===== src/rtl/mem_bus_sequencer_if.sv =====
// Bundle of the CPU-side request/response signals and the shared pad bus
// pins handled by mem_bus_sequencer. The slave modport is the sequencer's
// view. The master modport is the surrounding logic: the core's request
// port plus the pad/strobe wiring.
interface mem_bus_sequencer_if;
    logic        req_valid;
    logic        req_ready;
    logic        req_we;
    logic [15:0] req_addr;
    logic [7:0]  req_wdata;
    logic        rsp_valid;
    logic [7:0]  rsp_rdata;
    logic [7:0]  pad_out;
    logic [7:0]  pad_oe;
    logic [7:0]  pad_in;
    logic        mar_we;
    logic        addr_hi;
    logic        ram_we;

    modport slave (
        input  req_valid, req_we, req_addr, req_wdata, pad_in,
        output req_ready, rsp_valid, rsp_rdata, pad_out, pad_oe,
               mar_we, addr_hi, ram_we
    );

    modport master (
        output req_valid, req_we, req_addr, req_wdata, pad_in,
        input  req_ready, rsp_valid, rsp_rdata, pad_out, pad_oe,
               mar_we, addr_hi, ram_we
    );
endinterface


===== src/rtl/mem_bus_sequencer.sv =====
// Sequences one CPU memory request onto the shared 8-bit pad bus.
// A write goes out as: address high byte, address low byte, data.
// A read goes out as: address high byte, address low byte, then the bus is
// released for WAIT_CYCLES, and after that one response cycle follows.
// Every output is a flop whose value is decided from the state being
// entered, so outputs only change on state-entry edges.
module mem_bus_sequencer #(
    parameter int WAIT_CYCLES = 2
) (
    input  logic             clk,
    input  logic             rst,
    mem_bus_sequencer_if.slave bus
);

    generate
        if (WAIT_CYCLES < 1 || WAIT_CYCLES > 15) begin : g_bad_wait
            $error("mem_bus_sequencer: WAIT_CYCLES must be in 1..15");
        end
    endgenerate

    localparam logic [3:0] CNT_LOAD = 4'(WAIT_CYCLES - 1);

    typedef enum logic [2:0] {
        IDLE,
        ADDR_H,
        ADDR_L,
        WRITE,
        RWAIT,
        RESP
    } state_t;

    state_t      state_reg, state_next;
    logic [15:0] addr_reg, addr_next;
    logic        we_reg, we_next;
    logic [7:0]  wdata_reg, wdata_next;
    logic [3:0]  cnt_reg, cnt_next;

    logic        ready_reg, ready_next;
    logic        rsp_valid_reg, rsp_valid_next;
    logic [7:0]  rdata_reg, rdata_next;
    logic [7:0]  pad_out_reg, pad_out_next;
    logic [7:0]  pad_oe_reg, pad_oe_next;
    logic        mar_we_reg, mar_we_next;
    logic        addr_hi_reg, addr_hi_next;
    logic        ram_we_reg, ram_we_next;

    // Next state, request capture, wait counter, and the registered outputs
    // that belong to the state being entered.
    always_comb begin
        state_next     = state_reg;
        addr_next      = addr_reg;
        we_next        = we_reg;
        wdata_next     = wdata_reg;
        cnt_next       = cnt_reg;
        rdata_next     = rdata_reg;
        ready_next     = 1'b0;
        rsp_valid_next = 1'b0;
        pad_out_next   = 8'h00;
        pad_oe_next    = 8'h00;
        mar_we_next    = 1'b0;
        addr_hi_next   = 1'b0;
        ram_we_next    = 1'b0;

        case (state_reg)
            IDLE: begin
                if (bus.req_valid) begin
                    state_next = ADDR_H;
                    addr_next  = bus.req_addr;
                    we_next    = bus.req_we;
                    wdata_next = bus.req_wdata;
                end
            end
            ADDR_H: state_next = ADDR_L;
            ADDR_L: begin
                if (we_reg) begin
                    state_next = WRITE;
                end else begin
                    state_next = RWAIT;
                    cnt_next   = CNT_LOAD;
                end
            end
            WRITE:  state_next = RESP;
            RWAIT: begin
                if (cnt_reg == 4'd0) begin
                    state_next = RESP;
                    rdata_next = bus.pad_in;
                end else begin
                    cnt_next = cnt_reg - 4'd1;
                end
            end
            RESP:    state_next = IDLE;
            default: state_next = IDLE;
        endcase

        // The address and data are taken from the *_next values. On the
        // accept edge the registers do not yet hold the new request.
        case (state_next)
            IDLE:   ready_next = 1'b1;
            ADDR_H: begin
                pad_out_next = addr_next[15:8];
                pad_oe_next  = 8'hFF;
                mar_we_next  = 1'b1;
                addr_hi_next = 1'b1;
            end
            ADDR_L: begin
                pad_out_next = addr_next[7:0];
                pad_oe_next  = 8'hFF;
                mar_we_next  = 1'b1;
            end
            WRITE: begin
                pad_out_next = wdata_next;
                pad_oe_next  = 8'hFF;
                ram_we_next  = 1'b1;
            end
            RESP:    rsp_valid_next = 1'b1;
            default: ;
        endcase
    end

    // State, captured request and output registers. An async reset drops
    // any access that is in flight.
    always_ff @(posedge clk or posedge rst) begin
        if (rst) begin
            state_reg     <= IDLE;
            addr_reg      <= 16'h0000;
            we_reg        <= 1'b0;
            wdata_reg     <= 8'h00;
            cnt_reg       <= 4'd0;
            ready_reg     <= 1'b1;
            rsp_valid_reg <= 1'b0;
            rdata_reg     <= 8'h00;
            pad_out_reg   <= 8'h00;
            pad_oe_reg    <= 8'h00;
            mar_we_reg    <= 1'b0;
            addr_hi_reg   <= 1'b0;
            ram_we_reg    <= 1'b0;
        end else begin
            state_reg     <= state_next;
            addr_reg      <= addr_next;
            we_reg        <= we_next;
            wdata_reg     <= wdata_next;
            cnt_reg       <= cnt_next;
            ready_reg     <= ready_next;
            rsp_valid_reg <= rsp_valid_next;
            rdata_reg     <= rdata_next;
            pad_out_reg   <= pad_out_next;
            pad_oe_reg    <= pad_oe_next;
            mar_we_reg    <= mar_we_next;
            addr_hi_reg   <= addr_hi_next;
            ram_we_reg    <= ram_we_next;
        end
    end

    assign bus.req_ready = ready_reg;
    assign bus.rsp_valid = rsp_valid_reg;
    assign bus.rsp_rdata = rdata_reg;
    assign bus.pad_out   = pad_out_reg;
    assign bus.pad_oe    = pad_oe_reg;
    assign bus.mar_we    = mar_we_reg;
    assign bus.addr_hi   = addr_hi_reg;
    assign bus.ram_we    = ram_we_reg;

endmodule


===== src/flat_wrapper.sv =====
// flat-port wrapper written by rule: the top's interface ports become plain ports
module mem_bus_sequencer_flat 
#(
    parameter int WAIT_CYCLES = 2
)
  (clk, rst, bus_req_valid, bus_req_we, bus_req_addr, bus_req_wdata, bus_pad_in, bus_req_ready, bus_rsp_valid, bus_rsp_rdata, bus_pad_out, bus_pad_oe, bus_mar_we, bus_addr_hi, bus_ram_we);
  mem_bus_sequencer_if bus_i ();
  input  logic clk;
  input  logic rst;
  input wire logic [$bits(bus_i.req_valid)-1:0] bus_req_valid;
  input wire logic [$bits(bus_i.req_we)-1:0] bus_req_we;
  input wire logic [$bits(bus_i.req_addr)-1:0] bus_req_addr;
  input wire logic [$bits(bus_i.req_wdata)-1:0] bus_req_wdata;
  input wire logic [$bits(bus_i.pad_in)-1:0] bus_pad_in;
  output wire logic [$bits(bus_i.req_ready)-1:0] bus_req_ready;
  output wire logic [$bits(bus_i.rsp_valid)-1:0] bus_rsp_valid;
  output wire logic [$bits(bus_i.rsp_rdata)-1:0] bus_rsp_rdata;
  output wire logic [$bits(bus_i.pad_out)-1:0] bus_pad_out;
  output wire logic [$bits(bus_i.pad_oe)-1:0] bus_pad_oe;
  output wire logic [$bits(bus_i.mar_we)-1:0] bus_mar_we;
  output wire logic [$bits(bus_i.addr_hi)-1:0] bus_addr_hi;
  output wire logic [$bits(bus_i.ram_we)-1:0] bus_ram_we;
  assign bus_i.req_valid = bus_req_valid;
  assign bus_i.req_we = bus_req_we;
  assign bus_i.req_addr = bus_req_addr;
  assign bus_i.req_wdata = bus_req_wdata;
  assign bus_i.pad_in = bus_pad_in;
  assign bus_req_ready = bus_i.req_ready;
  assign bus_rsp_valid = bus_i.rsp_valid;
  assign bus_rsp_rdata = bus_i.rsp_rdata;
  assign bus_pad_out = bus_i.pad_out;
  assign bus_pad_oe = bus_i.pad_oe;
  assign bus_mar_we = bus_i.mar_we;
  assign bus_addr_hi = bus_i.addr_hi;
  assign bus_ram_we = bus_i.ram_we;
  mem_bus_sequencer #(.WAIT_CYCLES(WAIT_CYCLES)) u_core (.clk(clk), .rst(rst), .bus(bus_i));
endmodule

===== config.mk =====
export PLATFORM = sky130hd
export DESIGN_NAME = mem_bus_sequencer_flat
export DESIGN_NICKNAME = d
export VERILOG_FILES = /design/src/rtl/mem_bus_sequencer_if.sv /design/src/rtl/mem_bus_sequencer.sv /design/src/flat_wrapper.sv
export SDC_FILE = /design/constraint.sdc
export NUM_CORES = 1
export LEC_CHECK = 0
export BUFFER_PORTS_ARGS = -buffer_cell sky130_fd_sc_hd__buf_2
export CAP_MARGIN = 20
export CORE_MARGIN = 8
export CORE_UTILIZATION = 46
export CTS_BUF_LIST = sky130_fd_sc_hd__clkbuf_8
export CTS_CLUSTER_SIZE = 24
export DETAILED_ROUTE_END_ITERATION = 12
export PLACE_DENSITY = 0.73
export REMOVE_ABC_BUFFERS = 1
export SETUP_SLACK_MARGIN = 0.5
export SLEW_MARGIN = 10
export SYNTH_ARGS = -nofsm -noshare
export SYNTH_HDL_FRONTEND = slang
export SYNTH_SLANG_ARGS = --single-unit
export TNS_END_PERCENT = 50

===== constraint.sdc =====
create_clock -name clk -period 1.96 [get_ports clk]
set_clock_uncertainty 0.1 [all_clocks]
set_input_delay 0.098 -clock clk [delete_from_list [all_inputs] [get_ports clk]]
set_output_delay 0.098 -clock clk [all_outputs]
set_load 0.02 [all_outputs]

Word level (Yosys, flattened, before mapping) --
Index checks and enable logic that the tools add are counted.
Operators by class: $add $sub $neg 1, multiply operators 0, divide/modulo/power cells 0, $lt $le $gt $ge 0, eq/ne operators 10, shift operators 0, multiplexer cells 18, bitwise logic cells 0, reductions and logical operators 9
Operator list (number):
- two-way mux 16 bit | 2
- two-way mux 8 bit | 3
- one-hot mux 8 bit (3 select lines) | 1
- one-hot mux 3 bit (5 select lines) | 1
- equality test 3 x 2 -> 1 bit (second input constant) | 4
- two-way mux 3 bit | 3
- two-way mux 4 bit | 2
- one-hot mux 4 bit (2 select lines) | 1
- equality test 3 x 1 -> 1 bit (second input constant) | 2
- equality test 3 bit (second input constant) | 2
- logical NOT 3 bit | 2
- two-way mux 1 bit | 5
- logical NOT 4 bit | 1
- != test 2 bit (second input constant) | 2
- AND reduction 2 bit | 2
- subtractor 4 x 1 -> 4 bit (second input constant) | 1
- AND reduction 3 bit | 1
- OR reduction 3 bit | 1
- nonzero test 2 bit | 1
- OR reduction 2 bit | 1
Word-level totals: flip-flop bits (word level) 61, latch bits 0, RAM bits 0, ROM bits 0, input bits 36, logic and storage cells 51, memories 0

Depth between registers and ports, before layout --
Gate-level depths: netlist of the first run.
depth in word-level cells 6, gate-level depth with buffers 7

Worst setup path after synthesis of the first run --
No wires, ideal clock.
path type reg2reg, start reg u_core.cnt_reg[0], end reg u_core.rdata_reg[0] (netlist: u_core.bus.rsp_rdata[0]), arrival 1.603 ns, path slack 0.133 ns, cell stages (with the launch flop) 6, buffers on the path 0, period minus slack after synthesis 1.827 ns, cells stage by stage dfrtp_1 inv_1 ha_1 nor3b_1 nand3_1 mux2_2
On the way: cells in the longest elaborated chain, start to end 2
Ends and longest elaborated chain:
- start: declaration | line mem_bus_sequencer.sv:36 | logic [3:0] cnt_reg, cnt_next;
- start signal: assignment | line mem_bus_sequencer.sv:142 | cnt_reg <= cnt_next;
- logical NOT 4 bit | line mem_bus_sequencer.sv:84 | if (cnt_reg == 4'd0) begin
- AND reduction 2 bit (no source line)
- end signal: assignment | line mem_bus_sequencer.sv:145 | rdata_reg <= rdata_next;
- end: declaration | line mem_bus_sequencer.sv:40 | logic [7:0] rdata_reg, rdata_next;
Every way passes these cells. A chain may end at the register's enable or synchronous reset.

Worst setup path after layout of the first run --
start reg u_core.state_reg[0], end reg u_core.cnt_reg[3]
On the way: cells in the longest elaborated chain, start to end 3, elaborated cells between the ends (all ways) 7
Ends and longest elaborated chain:
- start: declaration | line mem_bus_sequencer.sv:32 | state_t state_reg, state_next;
- start signal: assignment | line mem_bus_sequencer.sv:138 | state_reg <= state_next;
- equality test 3 bit or equality test 3 x 2 -> 1 bit (tied branches) | line mem_bus_sequencer.sv:64 | case (state_reg)
- != test 2 bit (no source line) or nonzero test 2 bit (tied branches)
- AND reduction 3 bit (no source line)
Parallel ways exist; a longest one is shown, timed or not.

==> results of run 1 <==
-- routing by layer --
metal	up-vias	wire length [um]	share of wire, %
met5	-	0	0
met4	0	44	0.83
met3	6	483	9.1
met2	78	2720	51
met1	853	2090	39
li1	870	-	-
-- layout make-up --
type / count / area (um2) / share of cell area, %
Sequential cell: 46 / 1150 / 37.7
Timing Repair Buffer: 123 / 900 / 29.4
Multi-Input combinational cell: 129 / 777 / 25.4
Clock buffer: 6 / 82.6 / 2.69
Tap cell: 50 / 62.6 / 2.04
Clock inverter: 2 / 33.8 / 1.10
Inverter: 5 / 31.3 / 1.02
Timing Repair inverter: 2 / 22.5 / 0.735
-- worst reg2reg max path, stage by stage, from the launching register on --
cell      delay (ns)
dfrtp_2         0.46
or3b_4          0.39
or4_4           0.51
a21boi_1        0.13
-- per-stage QoR --
stage                     cell area (um2)  total power, W  setup WS [ns]  hold WS [ns]  cells
final                                3060         0.00435          0.293        0.0612    363
after detailed placement             2330         0.00322          0.182        0.0629    306
after floorplan                      1860         0.00259         0.0870         0.103    180
after CTS                            3010         0.00429          0.332        0.0241    362
after global placement               2330         0.00319          0.208        0.0694    306
after global routing                 3060         0.00463          0.275        0.0625    363
-- cell usage in the layout, fill, tap and decap left out, types with 2 or more instances in the layout --
cell	count
a21oi_1	3
buf_2	64
buf_4	19
buf_6	3
clkbuf_8	6
clkinv_8	2
dfrtp_1	43
dfrtp_2	2
dlygate4sd3_1	34
inv_1	2
inv_2	3
mux2_2	9
mux2i_1	2
nand2_1	63
nand2_2	4
nand3_1	7
nand3_2	3
nand4_1	8
nor2_1	4
o21ai_0	4
or4b_4	2
-- power groups by stage --
stage          Sequential, W  Combinational, W  Clock, W
5_1_grt              0.00165           0.00221  0.000770
2_1_floorplan        0.00198          0.000608         0
3_5_place_dp         0.00160           0.00162         0
3_3_place_gp         0.00159           0.00160         0
6_report             0.00160           0.00203  0.000721
4_1_cts              0.00159           0.00197  0.000738
-- path summary, 6_finish.rpt --
check | depth (start not counted) | slack (ns) | to | from
min in group asynchronous | 3 | 0.29 | u_core.bus.pad_out[1]$_DFF_PP0_ | rst
worst min-delay path | 3 | 0.06 | u_core.bus.mar_we$_DFF_PP0_ | bus_req_valid
worst min register to register | 2 | 0.38 | u_core.addr_reg[7]$_DFF_PP0_ | u_core.addr_reg[7]$_DFF_PP0_
max in group asynchronous | 4 | 0.83 | u_core.bus.req_ready$_DFF_PP1_ | rst
worst max register to register | 3 | 0.29 | u_core.cnt_reg[3]$_DFFE_PP0P_ | u_core.state_reg[0]$_DFF_PP0_
worst max-delay path | 3 | 0.29 | u_core.cnt_reg[3]$_DFFE_PP0P_ | u_core.state_reg[0]$_DFF_PP0_
-- logic make-up after synthesis --
logic type                 count (synthesis)
muxes                                     11
and+or+nand+nor                          103
adders and majority gates                  2
AOI/OAI and AO/OA                         13
DFF                                       46
buffers and inverters                     23
-- what timing repair did --
| action | in CTS | in global routing |
|---|---|---|
| endpoints found under the setup margin | 39 | 40 |
| hold buffers | 34 | 0 |
| gates resized for setup | 35 | 9 |
| buffers inserted | 10 | 1 |
| cloned | 4 | 0 |
| hold endpoints to repair | 57 | 0 |
| pin swaps | 12 | 1 |
==> flow_metrics.py, run 1 <==
metrics = {
    "logic_synthesis": {
        "synthXorXnorAreaFrac_pct": 0,
        "synth_top_family_by_area": "simple AND/OR/NAND/NOR gates",
        "synth.area.mux_share_pct": 6.17,
        "postSynthAreaPerCell_um2": 9.93,
        "synth_commonest_cells": "nand2_1, dfrtp_1, nand3_1",
        "netlist.area_leader.share_pct": 57.3,
        "synth.most_common_cell": "nand2_1",
        "yosysTopAreaCell": "dfrtp_1",
        "synth_cells": 198,
        "synth_fa_ha_area_share_pct": 1.27,
        "synth_compound_area_share_pct": 3.88,
        "yosysWarnings": 0,
        "yosysUniqueCellTypes": 31,
        "synthArstFlopShare_pct": 100,
        "synth_area_um2": 1970,
        "synthFlopType": "dfrtp_1",
        "ys_ff_latch": 46,
        "synth-simple-area-share_pct": 23.7,
        "seq_area_frac_synth_pct": 58.6,
        "synthTopCellsByArea": "dfrtp_1, nand2_1, mux2_2",
        "synth_edf_count": 0,
    },
    "grt": {
        "grt_use_met2_pct": 28.7,
        "grt_pass1_vias": 1927,
        "grt_pass1_wl_um": 8740,
        "grt_start_max_net_pins": 27,
        "busiest_layer": "met2",
        "antenna_found_initial": 0,
        "overflow": 0,
        "use_met1_pct": 20.1,
        "grt_usage_pct": 16.8,
        "use_met3_pct": 4.97,
    },
    "detailed_routing": {
        "vias": 1807,
        "drc": 0,
        "first_pass_iters": 4,
        "drtIter0Drc": 101,
        "wl_per_cell_um": 14.7,
        "ant_nets": 0,
        "drt-vias-per-instance": 4.98,
        "wirelength_um": 5330,
    },
    "timing": {
        "fmaxAchievable_mhz": 600,
        "tns_ns": 0,
        "worst_pin_slew_ns": 0.535,
        "finalSetupViolCount": 0,
        "relSlewSlack_pct": 64.3,
        "hold_viol": 0,
        "slew_violations": 0,
        "rsz0062_at_grt": "true",
        "period_share_pct": 85.1,
        "period_minus_slack_ns": 1.67,
    },
    "clock_network": {
        "root_buffer": "clkbuf_8",
        "clk_transition_reported_paths_ns": 0.08,
        "clock_latency_ns": 0.29,
        "cts_tree": "yes",
        "cts_sinks": 46,
        "cts_max_level": 2,
        "cts_made_buffers": 5,
        "cts.path.max_buffers": 2,
    },
    "outcome": {
        "outcome": "finished clean",
    },
    "layout": {
        "layout.nets": 350,
        "fill_cells": 248,
        "post-route-util_pct": 75.5,
        "drive_gt1_share_pct": 41.9,
        "area_delta_synth_final_pct": 55.9,
        "diodes": 0,
    },
    "critical_path": {
        "crit_path_start_kind": "register",
        "path_max_fanout": 6,
        "critPathTopFamily": "simple AND/OR/NAND/NOR gates",
        "path_buf_inv": 0,
        "slowest_stage": "or4_4",
        "arrival_ns": 1.79,
        "path_class": "register to register",
        "cp.required_ns": 2.08,
        "end_kind": "register",
        "slowest_delay_ns": 0.51,
        "crit_chain": "or3b_4, or4_4, a21boi_1",
    },
    "flow_run": {
        "max_cap_violations": 0,
    },
    "placed_design": {
        "numPortBuffers": 64,
        "hpwl_um": 3060,
        "finalWeightedCongestion": 0.732,
    },
    "pwr": {
        "net-switching-power_w": 0.00171,
        "p_leak_nw": 1.59,
        "peakVddDrop_mv": 0.711,
        "seqPwrFrac_pct": 36.7,
        "comb_power_share_pct": 46.7,
        "p_clk_share_pct": 16.6,
        "powerDensity_nw_per_um2": 1420,
        "cell_internal_pwr_w": 0.00264,
        "netSwitchingFraction_pct": 39.2,
    },
    "floorplanning": {
        "die-area_um2": 6620,
        "die_x_um": 81.4,
        "coreArea_um2": 4060,
        "row_count": 23,
        "boundaryPins": 65,
        "initial_core_util_pct": 48.4,
        "die_h_um": 81.4,
    },
    "worst_hold_path": {
        "hold_class": "input port to register",
    },
}
Note: power is estimated with default switching activity, not from simulation.
==> run 2, diff against run 1 <==
CORE_UTILIZATION = 51   (was 46)
PLACE_DENSITY = 0.77   (was 0.73)
clock period = 1.7 ns   (was 1.96 ns; I/O delays follow)
==> run 2 against run 1 <==
  * Clock power fell by 13%
  * Sequential cell count unchanged
  * Register-to-register slack worse by 0.23 ns
  * Combinational power is 29% higher
  * Hold slack better by 0.0062 ns
  * Largest power group unchanged
==> flow_metrics.py, run 2 (same netlist as run 1, synthesis figures left out) <==
metrics = {
    "outcome": {
        "outcome": "finished clean",
    },
    "layout": {
        "diodes": 0,
        "fill_cells": 183,
        "final_cell_mix": "buf_2, nand2_1, dfrtp_1",
        "multiInputGateArea_um2": 901,
        "layout.nets": 352,
        "final_cells": 363,
        "area_delta_synth_final_pct": 62.1,
        "stdcell_area_um2": 3190,
        "regArea_um2": 1150,
        "final_common_cell": "buf_2",
        "drive_gt1_share_pct": 49.2,
    },
    "placed_design": {
        "finalWeightedCongestion": 0.778,
        "place_area_um2": 2390,
        "dp_cells": 309,
        "hpwl_um": 3120,
        "numPortBuffers": 64,
        "preCtsSetupSlack_ns": -0.0180,
    },
    "clock_network": {
        "cts_max_level": 2,
        "cts_tree": "yes",
        "root_buffer": "clkbuf_8",
        "cts_sinks": 46,
        "cts.path.max_buffers": 2,
        "clock_latency_ns": 0.30,
        "clk_transition_reported_paths_ns": 0.08,
        "cts_made_buffers": 5,
    },
    "critical_path": {
        "path_buf_inv": 0,
        "end_kind": "register",
        "path_max_fanout": 5,
        "cp.required_ns": 1.83,
        "path_class": "register to register",
        "slowest_stage": "or4_1",
        "crit_path_start_kind": "register",
        "critPathTopFamily": "simple AND/OR/NAND/NOR gates",
        "arrival_ns": 1.76,
        "crit_chain": "or3b_4, or4_1, a21boi_1",
        "slowest_delay_ns": 0.50,
    },
    "detailed_routing": {
        "drc": 0,
        "drtIter0Drc": 126,
        "wl_per_cell_um": 16.4,
        "wirelength_um": 5960,
        "vias": 1901,
        "first_pass_iters": 4,
        "drt-vias-per-instance": 5.24,
        "ant_nets": 0,
    },
    "timing": {
        "slew_violations": 0,
        "worst_pin_slew_ns": 0.410,
        "finalSetupViolCount": 0,
        "relSlewSlack_pct": 72.6,
        "rsz0062_at_grt": "true",
        "period_minus_slack_ns": 1.64,
        "fmaxAchievable_mhz": 611,
        "period_share_pct": 96.3,
        "setup_slack_ns": 0.0636,
        "hold_viol": 0,
        "hold_ws_ns": 0.0674,
    },
    "pwr": {
        "peakVddDrop_mv": 0.816,
        "p_leak_nw": 1.71,
        "powerDensity_nw_per_um2": 1600,
    },
    "grt": {
        "overflow": 0,
        "grt_pass1_wl_um": 8740,
        "grt_pass1_vias": 1913,
        "antenna_found_initial": 0,
        "grt_start_max_net_pins": 29,
        "busiest_layer": "met2",
        "grt_use_met2_pct": 31.4,
        "use_met1_pct": 18.3,
        "grt_usage_pct": 17.6,
        "use_met3_pct": 6.72,
    },
    "floorplanning": {
        "coreArea_um2": 3690,
        "die-area_um2": 6100,
        "row_count": 22,
        "initial_core_util_pct": 53.3,
        "die_x_um": 78.1,
        "die_h_um": 78.1,
        "boundaryPins": 65,
    },
    "worst_hold_path": {
        "hold_class": "input port to register",
    },
    "flow_run": {
        "max_cap_violations": 0,
    },
}
==> run 2: cell types whose count changed in the layout (fill, tap and decap cells not counted), moves of 2 or more <==
cell / change
clkinv_8: -2
inv_1: +2
buf_6: +2
nand2_4: +12
nand2_2: +7
nand2_1: -19
nand3_1: -4
clkbuf_16: +2
buf_12: +2
nand3_2: +4
==> run 2: final timing paths <==
kind | from | end | slack, ns | cells after the start
min in group asynchronous | rst | u_core.bus.rsp_rdata[4]$_DFFE_PP0P_ | 0.25 | 3
worst max-delay path | u_core.state_reg[1]$_DFF_PP0_ | u_core.cnt_reg[3]$_DFFE_PP0P_ | 0.06 | 3
worst max register to register | u_core.state_reg[1]$_DFF_PP0_ | u_core.cnt_reg[3]$_DFFE_PP0P_ | 0.06 | 3
max in group asynchronous | rst | u_core.state_reg[0]$_DFF_PP0_ | 0.76 | 4
worst min register to register | u_core.wdata_reg[5]$_DFF_PP0_ | u_core.wdata_reg[5]$_DFF_PP0_ | 0.38 | 2
worst min-delay path | bus_req_valid | u_core.bus.mar_we$_DFF_PP0_ | 0.07 | 3
==> run 2: area by class of cell <==
type	count	area share, %
clock buffers	5	2.16
clock inverters	3	0.353
inverters	5	0.746
multi-input cells	129	28.3
flip-flops and latches	46	36.2
well taps	48	1.88
repair buffers	127	30.3
==> run 2: worst register-to-register path, delay by kind of cell (launching register included) <==
family / cells / cell delay, ns
compound gates: 1 / 0.13
flops: 1 / 0.44
simple gates: 2 / 0.90
==> run 2: routing by layer <==
| layer | vias up | share of wire (%) |
|---|---|---|
| li1 | 874 | - |
| met1 | 941 | 37 |
| met2 | 74 | 53 |
| met3 | 12 | 8.3 |
| met4 | 0 | 1.8 |
| met5 | - | 0 |
==> run 2: where the power goes <==
part           internal (W)  leakage (nW)  total (W)  switching, W
registers           0.00159         0.572    0.00187      0.000281
logic               0.00113          1.08    0.00261       0.00148
clock network      0.000275        0.0519   0.000625      0.000351
==> run 2: what timing repair did <==
action                                 CTS  global route
hold buffers                            34             0
resized for setup                       17            55
gates cloned                             1             4
pin swaps                                3            22
setup endpoints to repair               42            46
endpoints found under the hold margin   51             0
setup buffers                            5             2
==> run 2: metrics by stage <==
| step | util [%] | setup TNS [ns] | total power (W) |
|---|---|---|---|
| 2_1_floorplan | - | -5.32 | 0.00298 |
| 3_3_place_gp | 64.9 | 0 | 0.00378 |
| 3_5_place_dp | 64.9 | -0.0640 | 0.00384 |
| 4_1_cts | 79.1 | 0 | 0.00463 |
| 5_1_grt | 86.4 | 0 | 0.00538 |
| 6_report | 86.4 | 0 | 0.00510 |
==> run 3, diff against run 2 <==
CORE_ASPECT_RATIO = 1.5   (was not set)
==> run 3 against run 2 <==
  * Non-clock buffer count is 8 lower
  * Sequential power about the same
  * First-iteration DRC count up 1.6%
  * Design area shrank 5.1%
  * Register-to-register slack lost 0.06 ns
  * Worst setup slack lost 0.062 ns
  * Via count up 5.6%
  * Die area grew 0.68%
  * Clock-buffer cell count unchanged
  * Hold slack better by 0.0083 ns
  * Cell count fell by 3.6%
  * Global-route usage up 1.7 points
  * Critical path type unchanged
==> flow_metrics.py, run 3 (same netlist as run 1, synthesis figures left out) <==
metrics = {
    "timing": {
        "period_share_pct": 99.9,
        "period_minus_slack_ns": 1.70,
        "tns_ns": 0,
        "fmaxAchievable_mhz": 589,
        "rsz0062_at_grt": "true",
        "relSlewSlack_pct": 57.4,
        "finalSetupViolCount": 0,
        "slew_violations": 0,
        "setup_slack_ns": 0.00210,
        "hold_viol": 0,
        "worst_pin_slew_ns": 0.637,
    },
    "detailed_routing": {
        "drt-vias-per-instance": 5.74,
        "ant_nets": 0,
        "drc": 0,
        "first_pass_iters": 5,
        "wirelength_um": 7120,
        "drtIter0Drc": 128,
        "wl_per_cell_um": 20.3,
        "vias": 2008,
    },
    "clock_network": {
        "root_buffer": "clkbuf_8",
        "cts_sinks": 46,
        "cts_tree": "yes",
        "cts_max_level": 2,
        "clk_transition_reported_paths_ns": 0.09,
        "cts_made_buffers": 5,
        "clock_latency_ns": 0.30,
        "cts.path.max_buffers": 2,
    },
    "critical_path": {
        "path_max_fanout": 5,
        "cp.required_ns": 1.83,
        "end_kind": "register",
        "path_class": "register to register",
        "crit_path_start_kind": "register",
        "arrival_ns": 1.82,
    },
    "layout": {
        "area_delta_synth_final_pct": 53.8,
        "final_cell_mix": "buf_2, nand2_1, dfrtp_1",
        "layout.nets": 344,
        "drive_gt1_share_pct": 41.7,
        "fill_cells": 204,
        "post-route-util_pct": 82.1,
        "diodes": 0,
        "final_common_cell": "buf_2",
    },
    "floorplanning": {
        "die_x_um": 66.7,
        "coreArea_um2": 3680,
        "die_h_um": 92.0,
        "initial_core_util_pct": 53.4,
        "die-area_um2": 6140,
        "row_count": 27,
        "boundaryPins": 65,
    },
    "grt": {
        "grt_usage_pct": 19.3,
        "grt_pass1_vias": 1927,
        "grt_pass1_wl_um": 9260,
        "grt_start_max_net_pins": 29,
        "antenna_found_initial": 0,
        "overflow": 0,
    },
    "outcome": {
        "outcome": "finished clean",
    },
    "pwr": {
        "powerDensity_nw_per_um2": 1680,
        "peakVddDrop_mv": 1.35,
        "p_leak_nw": 1.61,
    },
    "worst_hold_path": {
        "hold_class": "input port to register",
    },
    "placed_design": {
        "preCtsSetupSlack_ns": -0.0273,
        "hpwl_um": 3400,
        "numPortBuffers": 64,
        "finalWeightedCongestion": 0.852,
    },
    "flow_run": {
        "max_cap_violations": 0,
    },
}
==> run 3: cell types whose count changed in the layout (fill, tap and decap cells not counted), sizes merged <==
cell    delta
buf        -8
inv        -2
clkinv     +2
==> run 3: power breakdown <==
group / switching, W / total (W) / internal (W)
Combinational: 0.00152 / 0.00254 / 0.00102
Clock: 0.000371 / 0.000656 / 0.000285
Sequential: 0.000307 / 0.00189 / 0.00158
Total: 0.00220 / 0.00509 / 0.00289
==> run 3: path summary, 6_finish.rpt <==
kind | from | to | slack [ns] | cells past startpoint
max | u_core.state_reg[0]$_DFF_PP0_ | u_core.cnt_reg[3]$_DFFE_PP0P_ | 0.002 | 3
min | bus_req_valid | u_core.state_reg[0]$_DFF_PP0_ | 0.08 | 3
max reg2reg | u_core.state_reg[0]$_DFF_PP0_ | u_core.cnt_reg[3]$_DFFE_PP0P_ | 0.002 | 3
min reg2reg | u_core.bus.rsp_rdata[7]$_DFFE_PP0P_ | u_core.bus.rsp_rdata[7]$_DFFE_PP0P_ | 0.40 | 1
max in group asynchronous | rst | u_core.cnt_reg[0]$_DFFE_PP0P_ | 0.66 | 4
min in group asynchronous | rst | u_core.wdata_reg[7]$_DFF_PP0_ | 0.31 | 3
==> run 3: stage by stage <==
step	hold WS [ns]	total power, W	area, um2	instances
final	0.0757	0.00509	3020	350
after global routing	0.0875	0.00530	3020	350
after CTS	0.0527	0.00462	2840	346
after detailed placement	0.0880	0.00388	2400	304
after global placement	0.0923	0.00380	2400	304
after floorplan	0.0904	0.00298	1860	180
==> run 3: metal layers <==
layer,vias to the layer above,share of wire [%],GRT usage (%)
met5,-,0,0
met4,0,5.1,8.05
met3,41,10,5.36
met2,169,53,34.9
met1,943,32,19.6
li1,855,-,-
==> run 3: worst max-delay path: stages (launching register included) <==
cell      delay, ns
dfrtp_1        0.44
or3b_1         0.44
or4_1          0.52
a21boi_1       0.13
==> run 3: cell type report <==
| cell class | count | area (um2) | share of cell area, % |
|---|---|---|---|
| Sequential cell | 46 | 1150 | 38.2 |
| Multi-Input combinational cell | 129 | 800 | 26.4 |
| Timing Repair Buffer | 119 | 903 | 29.9 |
| Inverter | 5 | 26.3 | 0.869 |
| Clock buffer | 5 | 68.8 | 2.28 |
| Tap cell | 43 | 53.8 | 1.78 |
| Clock inverter | 3 | 17.5 | 0.579 |
==> run 3: what timing repair did <==
action	4_1_cts	5_1_grt
buffers inserted	0	2
hold endpoints to repair	59	0
endpoints found under the setup margin	43	45
gates cloned	0	2
gates resized for setup	5	33
pin swaps	2	13
hold buffers	34	0
